### src/rtl/mem_port_arbiter_if.sv
// Memory-side bus of the I/D port arbiter. The arbiter is the master and
// the unified single-port memory is the slave.
interface mem_port_arbiter_if #(
  parameter int ADDR_W = 32,
  parameter int DATA_W = 32
);
  logic                  m_req;
  logic                  m_we;
  logic [ADDR_W-1:0]     m_addr;
  logic [DATA_W-1:0]     m_wdata;
  logic [DATA_W/8-1:0]   m_be;
  logic                  m_ack;
  logic [DATA_W-1:0]     m_rdata;

  modport master (
    output m_req, m_we, m_addr, m_wdata, m_be,
    input  m_ack, m_rdata
  );

  modport slave (
    input  m_req, m_we, m_addr, m_wdata, m_be,
    output m_ack, m_rdata
  );
endinterface

### src/rtl/mem_port_arbiter.sv
// Shares one variable-latency memory port between instruction fetch (I) and
// load/store (D). D wins ties unless I has lost STARVE_LIMIT arbitrations in
// a row; a hung access is aborted after TIMEOUT busy cycles with an error.
module mem_port_arbiter #(
  parameter int ADDR_W       = 32,
  parameter int DATA_W       = 32,
  parameter int STARVE_LIMIT = 4,
  parameter int TIMEOUT      = 255
) (
  input  logic                clk,
  input  logic                rst,
  input  logic                i_req,
  input  logic [ADDR_W-1:0]   i_addr,
  output logic                i_done,
  output logic                i_err,
  output logic [DATA_W-1:0]   i_rdata,
  input  logic                d_req,
  input  logic                d_we,
  input  logic [ADDR_W-1:0]   d_addr,
  input  logic [DATA_W-1:0]   d_wdata,
  input  logic [DATA_W/8-1:0] d_be,
  output logic                d_done,
  output logic                d_err,
  output logic [DATA_W-1:0]   d_rdata,
  mem_port_arbiter_if.master  mem,
  output logic                busy
);

  localparam logic [1:0] IDLE   = 2'd0;
  localparam logic [1:0] BUSY_I = 2'd1;
  localparam logic [1:0] BUSY_D = 2'd2;
  localparam logic [1:0] RESP   = 2'd3;

  localparam int SW = $clog2(STARVE_LIMIT + 1);
  localparam int TW = $clog2(TIMEOUT + 1);

  logic [1:0]          state_q, state_d;
  logic [SW-1:0]       starve_cnt_q, starve_cnt_d;
  logic [TW-1:0]       tmo_cnt_q, tmo_cnt_d;
  logic                m_req_q, m_req_d;
  logic                m_we_q, m_we_d;
  logic [ADDR_W-1:0]   m_addr_q, m_addr_d;
  logic [DATA_W-1:0]   m_wdata_q, m_wdata_d;
  logic [DATA_W/8-1:0] m_be_q, m_be_d;
  logic                i_done_q, i_done_d;
  logic                i_err_q, i_err_d;
  logic [DATA_W-1:0]   i_rdata_q, i_rdata_d;
  logic                d_done_q, d_done_d;
  logic                d_err_q, d_err_d;
  logic [DATA_W-1:0]   d_rdata_q, d_rdata_d;
  logic                busy_q, busy_d;

  logic starved;
  assign starved = (starve_cnt_q == SW'(STARVE_LIMIT));

  // Next-state: arbitration in IDLE, completion/timeout in BUSY_x, one-cycle RESP.
  always_comb begin
    // NOTE: every signal gets a default first so no path leaves it unassigned,
    // which would otherwise infer a latch.
    state_d      = state_q;
    starve_cnt_d = starve_cnt_q;
    tmo_cnt_d    = tmo_cnt_q;
    m_req_d      = m_req_q;
    m_we_d       = m_we_q;
    m_addr_d     = m_addr_q;
    m_wdata_d    = m_wdata_q;
    m_be_d       = m_be_q;
    i_done_d     = 1'b0;
    i_err_d      = 1'b0;
    i_rdata_d    = i_rdata_q;
    d_done_d     = 1'b0;
    d_err_d      = 1'b0;
    d_rdata_d    = d_rdata_q;

    case (state_q)
      IDLE: begin
        tmo_cnt_d = '0;
        if (d_req && !(i_req && starved)) begin
          state_d   = BUSY_D;
          m_req_d   = 1'b1;
          m_we_d    = d_we;
          m_addr_d  = d_addr;
          m_wdata_d = d_wdata;
          m_be_d    = d_be;
          // D can only win a contested round while starve_cnt is below the limit.
          if (i_req) starve_cnt_d = starve_cnt_q + SW'(1);
        end else if (i_req) begin
          state_d      = BUSY_I;
          m_req_d      = 1'b1;
          m_we_d       = 1'b0;
          m_addr_d     = i_addr;
          m_be_d       = '1;
          starve_cnt_d = '0;
        end
      end
      BUSY_I, BUSY_D: begin
        if (mem.m_ack) begin
          state_d   = RESP;
          m_req_d   = 1'b0;
          tmo_cnt_d = '0;
          if (state_q == BUSY_I) begin
            i_done_d  = 1'b1;
            i_rdata_d = mem.m_rdata;
          end else begin
            d_done_d  = 1'b1;
            d_rdata_d = mem.m_rdata;
          end
        end else if (tmo_cnt_q == TW'(TIMEOUT - 1)) begin
          state_d   = RESP;
          m_req_d   = 1'b0;
          tmo_cnt_d = '0;
          if (state_q == BUSY_I) begin
            i_done_d  = 1'b1;
            i_err_d   = 1'b1;
            i_rdata_d = '0;
          end else begin
            d_done_d  = 1'b1;
            d_err_d   = 1'b1;
            d_rdata_d = '0;
          end
        end else begin
          tmo_cnt_d = tmo_cnt_q + TW'(1);
        end
      end
      default: begin
        state_d = IDLE;
      end
    endcase

    busy_d = (state_d != IDLE);
  end

  // State and registered outputs, synchronously reset.
  always_ff @(posedge clk) begin
    // NOTE: sequential state uses non-blocking assignments so every flop
    // samples the pre-edge values regardless of statement order.
    if (rst) begin
      state_q      <= IDLE;
      starve_cnt_q <= '0;
      tmo_cnt_q    <= '0;
      m_req_q      <= 1'b0;
      m_we_q       <= 1'b0;
      m_addr_q     <= '0;
      m_wdata_q    <= '0;
      m_be_q       <= '0;
      i_done_q     <= 1'b0;
      i_err_q      <= 1'b0;
      i_rdata_q    <= '0;
      d_done_q     <= 1'b0;
      d_err_q      <= 1'b0;
      d_rdata_q    <= '0;
      busy_q       <= 1'b0;
    end else begin
      state_q      <= state_d;
      starve_cnt_q <= starve_cnt_d;
      tmo_cnt_q    <= tmo_cnt_d;
      m_req_q      <= m_req_d;
      m_we_q       <= m_we_d;
      m_addr_q     <= m_addr_d;
      m_wdata_q    <= m_wdata_d;
      m_be_q       <= m_be_d;
      i_done_q     <= i_done_d;
      i_err_q      <= i_err_d;
      i_rdata_q    <= i_rdata_d;
      d_done_q     <= d_done_d;
      d_err_q      <= d_err_d;
      d_rdata_q    <= d_rdata_d;
      busy_q       <= busy_d;
    end
  end

  assign mem.m_req   = m_req_q;
  assign mem.m_we    = m_we_q;
  assign mem.m_addr  = m_addr_q;
  assign mem.m_wdata = m_wdata_q;
  assign mem.m_be    = m_be_q;
  assign i_done      = i_done_q;
  assign i_err       = i_err_q;
  assign i_rdata     = i_rdata_q;
  assign d_done      = d_done_q;
  assign d_err       = d_err_q;
  assign d_rdata     = d_rdata_q;
  assign busy        = busy_q;

endmodule

### src/flat_wrapper.sv
// flat-port wrapper written by rule: the top's interface ports become plain ports
module mem_port_arbiter_flat 
#(
  parameter int ADDR_W       = 32,
  parameter int DATA_W       = 32,
  parameter int STARVE_LIMIT = 4,
  parameter int TIMEOUT      = 255
)
  (clk, rst, i_req, i_addr, i_done, i_err, i_rdata, d_req, d_we, d_addr, d_wdata, d_be, d_done, d_err, d_rdata, busy, mem_m_req, mem_m_we, mem_m_addr, mem_m_wdata, mem_m_be, mem_m_ack, mem_m_rdata);
  mem_port_arbiter_if #(.ADDR_W(ADDR_W), .DATA_W(DATA_W)) mem_i ();
  input  logic clk;
  input  logic rst;
  input  logic i_req;
  input  logic [ADDR_W-1:0] i_addr;
  output logic i_done;
  output logic i_err;
  output logic [DATA_W-1:0] i_rdata;
  input  logic d_req;
  input  logic d_we;
  input  logic [ADDR_W-1:0] d_addr;
  input  logic [DATA_W-1:0] d_wdata;
  input  logic [DATA_W/8-1:0] d_be;
  output logic d_done;
  output logic d_err;
  output logic [DATA_W-1:0] d_rdata;
  output logic busy;
  output wire logic [$bits(mem_i.m_req)-1:0] mem_m_req;
  output wire logic [$bits(mem_i.m_we)-1:0] mem_m_we;
  output wire logic [$bits(mem_i.m_addr)-1:0] mem_m_addr;
  output wire logic [$bits(mem_i.m_wdata)-1:0] mem_m_wdata;
  output wire logic [$bits(mem_i.m_be)-1:0] mem_m_be;
  input wire logic [$bits(mem_i.m_ack)-1:0] mem_m_ack;
  input wire logic [$bits(mem_i.m_rdata)-1:0] mem_m_rdata;
  assign mem_m_req = mem_i.m_req;
  assign mem_m_we = mem_i.m_we;
  assign mem_m_addr = mem_i.m_addr;
  assign mem_m_wdata = mem_i.m_wdata;
  assign mem_m_be = mem_i.m_be;
  assign mem_i.m_ack = mem_m_ack;
  assign mem_i.m_rdata = mem_m_rdata;
  mem_port_arbiter #(.ADDR_W(ADDR_W), .DATA_W(DATA_W), .STARVE_LIMIT(STARVE_LIMIT), .TIMEOUT(TIMEOUT)) u_core (.clk(clk), .rst(rst), .i_req(i_req), .i_addr(i_addr), .i_done(i_done), .i_err(i_err), .i_rdata(i_rdata), .d_req(d_req), .d_we(d_we), .d_addr(d_addr), .d_wdata(d_wdata), .d_be(d_be), .d_done(d_done), .d_err(d_err), .d_rdata(d_rdata), .mem(mem_i), .busy(busy));
endmodule
### config.mk
export PLATFORM = sky130hd
export DESIGN_NAME = mem_port_arbiter_flat
export DESIGN_NICKNAME = d
export VERILOG_FILES = /design/src/rtl/mem_port_arbiter_if.sv /design/src/rtl/mem_port_arbiter.sv /design/src/flat_wrapper.sv
export SDC_FILE = /design/constraint.sdc
export NUM_CORES = 1
export LEC_CHECK = 0
export BUFFER_PORTS_ARGS = -buffer_cell sky130_fd_sc_hd__buf_4
export CAP_MARGIN = 20
export CORE_MARGIN = 2
export CORE_UTILIZATION = 46
export DETAILED_ROUTE_END_ITERATION = 16
export PLACE_DENSITY = 0.81
export SYNTH_ARGS = -nofsm -noshare
export SYNTH_HDL_FRONTEND = slang
export SYNTH_SLANG_ARGS = --single-unit
### constraint.sdc
create_clock -name clk -period 2.1 [get_ports clk]
set_clock_uncertainty 0.05 [all_clocks]
set_input_delay 0.63 -clock clk [delete_from_list [all_inputs] [get_ports clk]]
set_output_delay 0.63 -clock clk [all_outputs]
set_load 0.02 [all_outputs]
# [Word-level counts from Yosys, hierarchy flattened]
# Cells that the tools add are included.
[word_totals] reg_bits=152 word_cells=78
[op_classes] n_addsub=2 eq_ne=6 muxes=36 bitwise_logic=2 reduce_logical=17
[ops] operator="$mux W32" count=10
[ops] operator="$mux W8" count=2
[ops] operator="$pmux W8 S2" count=1
[ops] operator="$mux W1" count=12
[ops] operator="$mux W3" count=3
[ops] operator="$reduce_and A3 Y1" count=3
[ops] operator="$add A8 B1 Y8 const B" count=1
[ops] operator="$eq A8 B8 Y1 const B" count=1
[ops] operator="$mux W2" count=4
[ops] operator="$mux W4" count=2
[ops] operator="$reduce_bool A2 Y1" count=4
[ops] operator="$ne A3 B2 Y1 const B" count=2
[ops] operator="$reduce_and A2 Y1" count=3
[ops] operator="$pmux W2 S2" count=1
[ops] operator="$reduce_or A2 Y1" count=2
[ops] operator="$add A3 B1 Y3 const B" count=1
[ops] operator="$eq A3 B3 Y1 const B" count=1
[ops] operator="$reduce_or A3 Y1" count=1
[ops] operator="$eq A2 B1 Y1 const B" count=1
[ops] operator="$eq A2 B2 Y1 const B" count=1
[ops] operator="$logic_and A1 B1 Y1" count=2
[ops] operator="$logic_not A2 Y1" count=1
[ops] operator="$not A1 Y1" count=2
[ops] operator="$pmux W1 S2" count=1
[ops] operator="$logic_not A1 Y1" count=1

# [Depth between registers and ports, before layout]
[depth] ltp_word=7 ltp_mapped=8

# [Worst setup path before layout]
# Ideal clock, no wire load.
[synth_path] path_kind="register to register" from="reg u_core.state_q[0]" to="reg u_core.d_rdata_q[0] (netlist: u_core.d_rdata[0])" setup_time_ps=117 arrival_time_ps=1681 required_time_ps=1933 path_slack_ps=252 stages_incl_launch_ff=9 path_buffers=3 synth_period_minus_slack_ps=1848 cell_sequence="dfxtp_1 > inv_1 > ha_1 > buf_4 > nor2b_1 > and2_1 > buf_2 > buf_2 > a32o_1"
[synth_via] elab_chain_len=3 word_cells_on_any_way=5 classes_between="eq/ne: 2; bitwise: 1; reduce/logical: 2"
[synth_lines] item="start: declaration" line_no="mem_port_arbiter.sv:37" source="logic [1:0] state_q, state_d;"
[synth_lines] item="start signal: assignment" line_no="mem_port_arbiter.sv:154" source="state_q <= state_d;"
[synth_lines] item="$eq A2 B1 Y1 / $eq A2 B2 Y1 (equally long branches)" line_no="mem_port_arbiter.sv:75, mem_port_arbiter.sv:101, mem_port_arbiter.sv:112"
[synth_lines] item="$reduce_or A2 Y1 / $not A1 Y1 (equally long branches)"
[synth_lines] item="$reduce_and A3 Y1 (no line) (*)"
[synth_lines] item="end signal: assignment" line_no="mem_port_arbiter.sv:167" source="d_rdata_q <= d_rdata_d;"
[synth_lines] item="end: declaration" line_no="mem_port_arbiter.sv:50" source="logic [DATA_W-1:0] d_rdata_q, d_rdata_d;"
# Every way passes the cells marked *; elsewhere a longest branch is shown, timed or not.
# A chain may end at the register's enable or synchronous reset.

# [Worst setup path in the final report]
[layout_path] from="reg u_core.state_q[1]" to="reg u_core.m_addr_q[6] (netlist: u_core.mem.m_addr[6])"
[layout_via] elab_chain_len=2
[layout_lines] item="$logic_not A2 Y1" line_no="mem_port_arbiter.sv:75" source="case (state_q)"
[layout_lines] item="$reduce_and A2 Y1 (no line)"
[layout_lines] item="end signal: assignment" line_no="mem_port_arbiter.sv:159" source="m_addr_q <= m_addr_d;"
[layout_lines] item="end: declaration" line_no="mem_port_arbiter.sv:42" source="logic [ADDR_W-1:0] m_addr_q, m_addr_d;"
# Every way passes these cells.

==> flow_metrics.py <==
metrics = {
    "setup_path": {
        "timing.critical_path.to_type": "flip-flop",
        "rr_endpoint": "u_core.mem.m_addr[6]",
        "setup.worst_path.start": "u_core.state_q[1]",
        "reg2reg_launch_point": "u_core.state_q[1]",
        "rr_worst_depth": 6,
        "timing.critical_path.fanout_max": 62,
        "worstSetupStartpointType": "flip-flop",
        "cp_data_arrival_time_ns": 2.12,
        "cp_data_required_time_ns": 2.37,
        "timing.setup.critical_path_class": "reg -> reg",
        "r2r_slack_ns": 0.25,
    },
    "yosys": {
        "synth.net_count": 747,
        "postSynthCellCount": 602,
        "netlist_area_mm2": 0.00569,
        "ys_async_sr_fraction_pct": 0,
        "synth.yosys.warnings": 0,
        "synth_top_cell_by_area": "dfxtp_1",
        "post_synth_most_frequent_cells": "152 x dfxtp_1, 139 x nand2_1, 64 x a32o_1",
        "post_synthesis_area_per_instance_um2": 9.46,
        "synth.top_cell.area_share_pct": 53.5,
        "yosysMostFrequentCell": "dfxtp_1",
        "synth_top_flop_cell": "dfxtp_1",
        "synth-edff-count": 0,
        "yosys.cell_types.count": 34,
        "synthTopCellsByArea": "dfxtp_1 53%, a32o_1 11%, nand2_1 9.2%, a311oi_1 4.9%, a21oi_1 3.3%",
        "ys_seq_area_share_pct": 53.5,
        "synth.ff_latch_count": 152,
    },
    "timing": {
        "maxSlewViolCount": 0,
        "max_slew.worst_pin.slew_ns": 0.645,
        "timing.setup.tns_ns": 0,
        "fmax_mhz": 541,
        "timing.max_slew.rel_slack_pct": 57.0,
        "min_period_over_period_pct": 88.1,
        "setup_violations": 0,
        "rsz0062_at_grt": "no",
        "timing.final.crit_period_ns": 1.85,
        "finalHoldViolations": 0,
    },
    "detailed_routing": {
        "viasPerCell": 5.43,
        "first_pass_iters": 5,
        "topRoutingLayerUsed": "met4",
        "via_count": 5609,
        "route.antenna.remaining_nets": 0,
        "wire_per_inst_um": 16.2,
        "met1_length_um": 6400,
        "drc": 0,
        "met3_wl_post_dr_um": 1440,
        "met2RoutedLength_um": 8430,
        "drt_wl_total_um": 16800,
        "detailedRoute.firstIterationViolations": 537,
    },
    "cts": {
        "cts_num_sinks": 152,
        "clkLatencyLatePin_ns": 0.42,
        "post_cts.repair.setup_buffers": 0,
        "cts.htree.levels": 4,
        "cts_repair_resize_count": 0,
        "cts.path.max_buffers": 2,
        "ctsRootBufferMaster": "clkbuf_16",
        "cts_tree": "built",
        "cts_inserted_buffers": 17,
        "clk_transition_reported_paths_ns": 0.06,
        "holdBufCountCts": 0,
    },
    "die": {
        "die_x_um": 115,
        "io_pins": 277,
        "die_outline_height_um": 115,
        "fp.dieArea_mm2": 0.0133,
        "num_rows": 40,
        "initial_utilization_pct": 47.2,
        "placeableCoreArea_mm2": 0.0121,
    },
    "grt": {
        "grt.overflow.total": 0,
        "initial_antenna_violation_count": 0,
        "grt_first_pass_wirelength_um": 25500,
        "grt_max_degree": 67,
        "grt_util_all_layers_pct": 24.5,
        "vias_in_the_first_global_route": 5252,
    },
    "pwr": {
        "power.clock.fraction_pct": 29.8,
        "p_sw_mw": 3.52,
        "switching_share_pct": 33.7,
        "combinationalPowerShare_pct": 34.1,
        "p_int_mw": 6.92,
        "seqPwrFrac_pct": 36.1,
        "ir_drop_v": 0.000739,
        "cellPowerDensity_mw_per_mm2": 1230,
        "p_leak_nw": 3.74,
    },
    "placed_design": {
        "place.gp.congestion": 0.804,
        "dpl.hpwl_um": 12000,
        "placedCellCount": 1002,
        "count_of_port_buffers_added_during_placement": 276,
    },
    "final_layout": {
        "final_nets": 998,
        "area_delta_synth_final_pct": 49.1,
        "fin_cells": 1033,
        "layout.area.seq_mm2": 0.00304,
        "antenna-diode-count": 0,
        "nFillCells": 915,
        "multi_input_area_mm2": 0.00233,
        "drive_gt1_share_pct": 37.8,
    },
    "hold_path": {
        "hold_path.class": "reg -> reg",
        "hp-start": "u_core.mem.m_wdata[18]",
        "whs_path_depth": 2,
        "worst_hold_path.endpoint": "u_core.mem.m_wdata[18]",
    },
    "outcome": {
        "run_status": "completed",
    },
    "job": {
        "max_cap_violations": 0,
    },
}
## critical path: stages (launching register included)
cell and delay, ns:
dfxtp_1 0.32, inv_1 0.11, ha_1 0.30, o21a_2 0.30
buf_12 0.28, nor2_1 0.09, a311oi_1 0.27
## metal layers
layer	vias up	GRT usage [%]
met5	-	0
met4	0	11.2
li1	2670	-
met2	269	43.1
met1	2636	26.7
met3	34	8.01
## worst max path at each step
stage                              to  slack, ns  cells past startpoint
3_5_place_dp     u_core.mem.m_addr[6]       0.26                      6
3_3_place_gp   u_core.starve_cnt_q[0]       0.29                      6
2_1_floorplan       u_core.d_rdata[0]       0.25                      8
6_report         u_core.mem.m_addr[6]       0.25                      6
5_1_grt         u_core.mem.m_addr[16]        0.1                      6
4_1_cts         u_core.mem.m_addr[16]       0.25                      6
## metrics by stage
step | power [mW] | hold slack (ns) | utilization [%] | cell area [um^2] | worst slack (ns)
final | 10.4 | 0.403 | 70.4 | 8490 | 0.250
after global routing | 11.0 | 0.405 | 70.4 | 8490 | 0.0980
after CTS | 10.5 | 0.393 | 70.4 | 8490 | 0.254
after detailed placement | 7.39 | 0.397 | 65.3 | 7880 | 0.258
after global placement | 7.27 | 0.391 | 65.3 | 7880 | 0.285
after floorplan | 5.88 | 0.399 | - | 5690 | 0.252
## layout make-up
| cell class | instances | area share [%] |
|---|---|---|
| Clock buffer | 17 | 5.01 |
| Clock inverter | 14 | 2.15 |
| Inverter | 6 | 0.265 |
| Multi-Input combinational cell | 387 | 27.5 |
| Sequential cell | 152 | 35.8 |
| Tap cell | 168 | 2.48 |
| Timing Repair Buffer | 289 | 26.7 |
## cells by family after synthesis
group,Yosys count,synth area share [%]
compound gates,149,22.0
xor+xnor,7,1.08
fa+ha+maj,7,1.54
buf+inv,63,5.56
flops,152,53.5
simple gates,224,16.3
## power groups by stage
| stage | Clock, mW | Combinational, mW | Sequential (mW) |
|---|---|---|---|
| 2_1_floorplan | 0 | 1.45 | 4.43 |
| 3_3_place_gp | 0 | 3.47 | 3.81 |
| 3_5_place_dp | 0 | 3.57 | 3.83 |
| 4_1_cts | 3.17 | 3.58 | 3.77 |
| 5_1_grt | 3.29 | 3.83 | 3.83 |
| 6_report | 3.12 | 3.56 | 3.77 |
## sequential cells by signal, summed over array words and instances, names as in the netlist
register and count:
u_core.d_done 1, u_core.d_rdata 32, u_core.i_done 1, u_core.mem.m_we 1
u_core.d_err 1, u_core.starve_cnt_q 3, u_core.tmo_cnt_q 8, u_core.state_q 2
u_core.mem.m_wdata 32, u_core.i_rdata 32, u_core.mem.m_be 4, u_core.i_err 1
u_core.mem.m_req 1, u_core.mem.m_addr 32, u_core.busy 1
## cell usage in the layout, fill, tap and decap left out, types with 4 or more instances in the layout
master / count
a21oi_1: 38
a311oi_1: 32
a32o_1: 64
and2_1: 5
buf_12: 8
buf_4: 281
bufinv_16: 4
clkbuf_16: 17
clkinv_2: 6
dfxtp_1: 152
ha_1: 7
inv_1: 6
nand2_1: 139
nand4_1: 4
nor2_1: 48
nor2b_1: 4
nor3_1: 14
o21ai_0: 5
xnor2_1: 4
No activity file was read; power rests on OpenSTA's default activity.
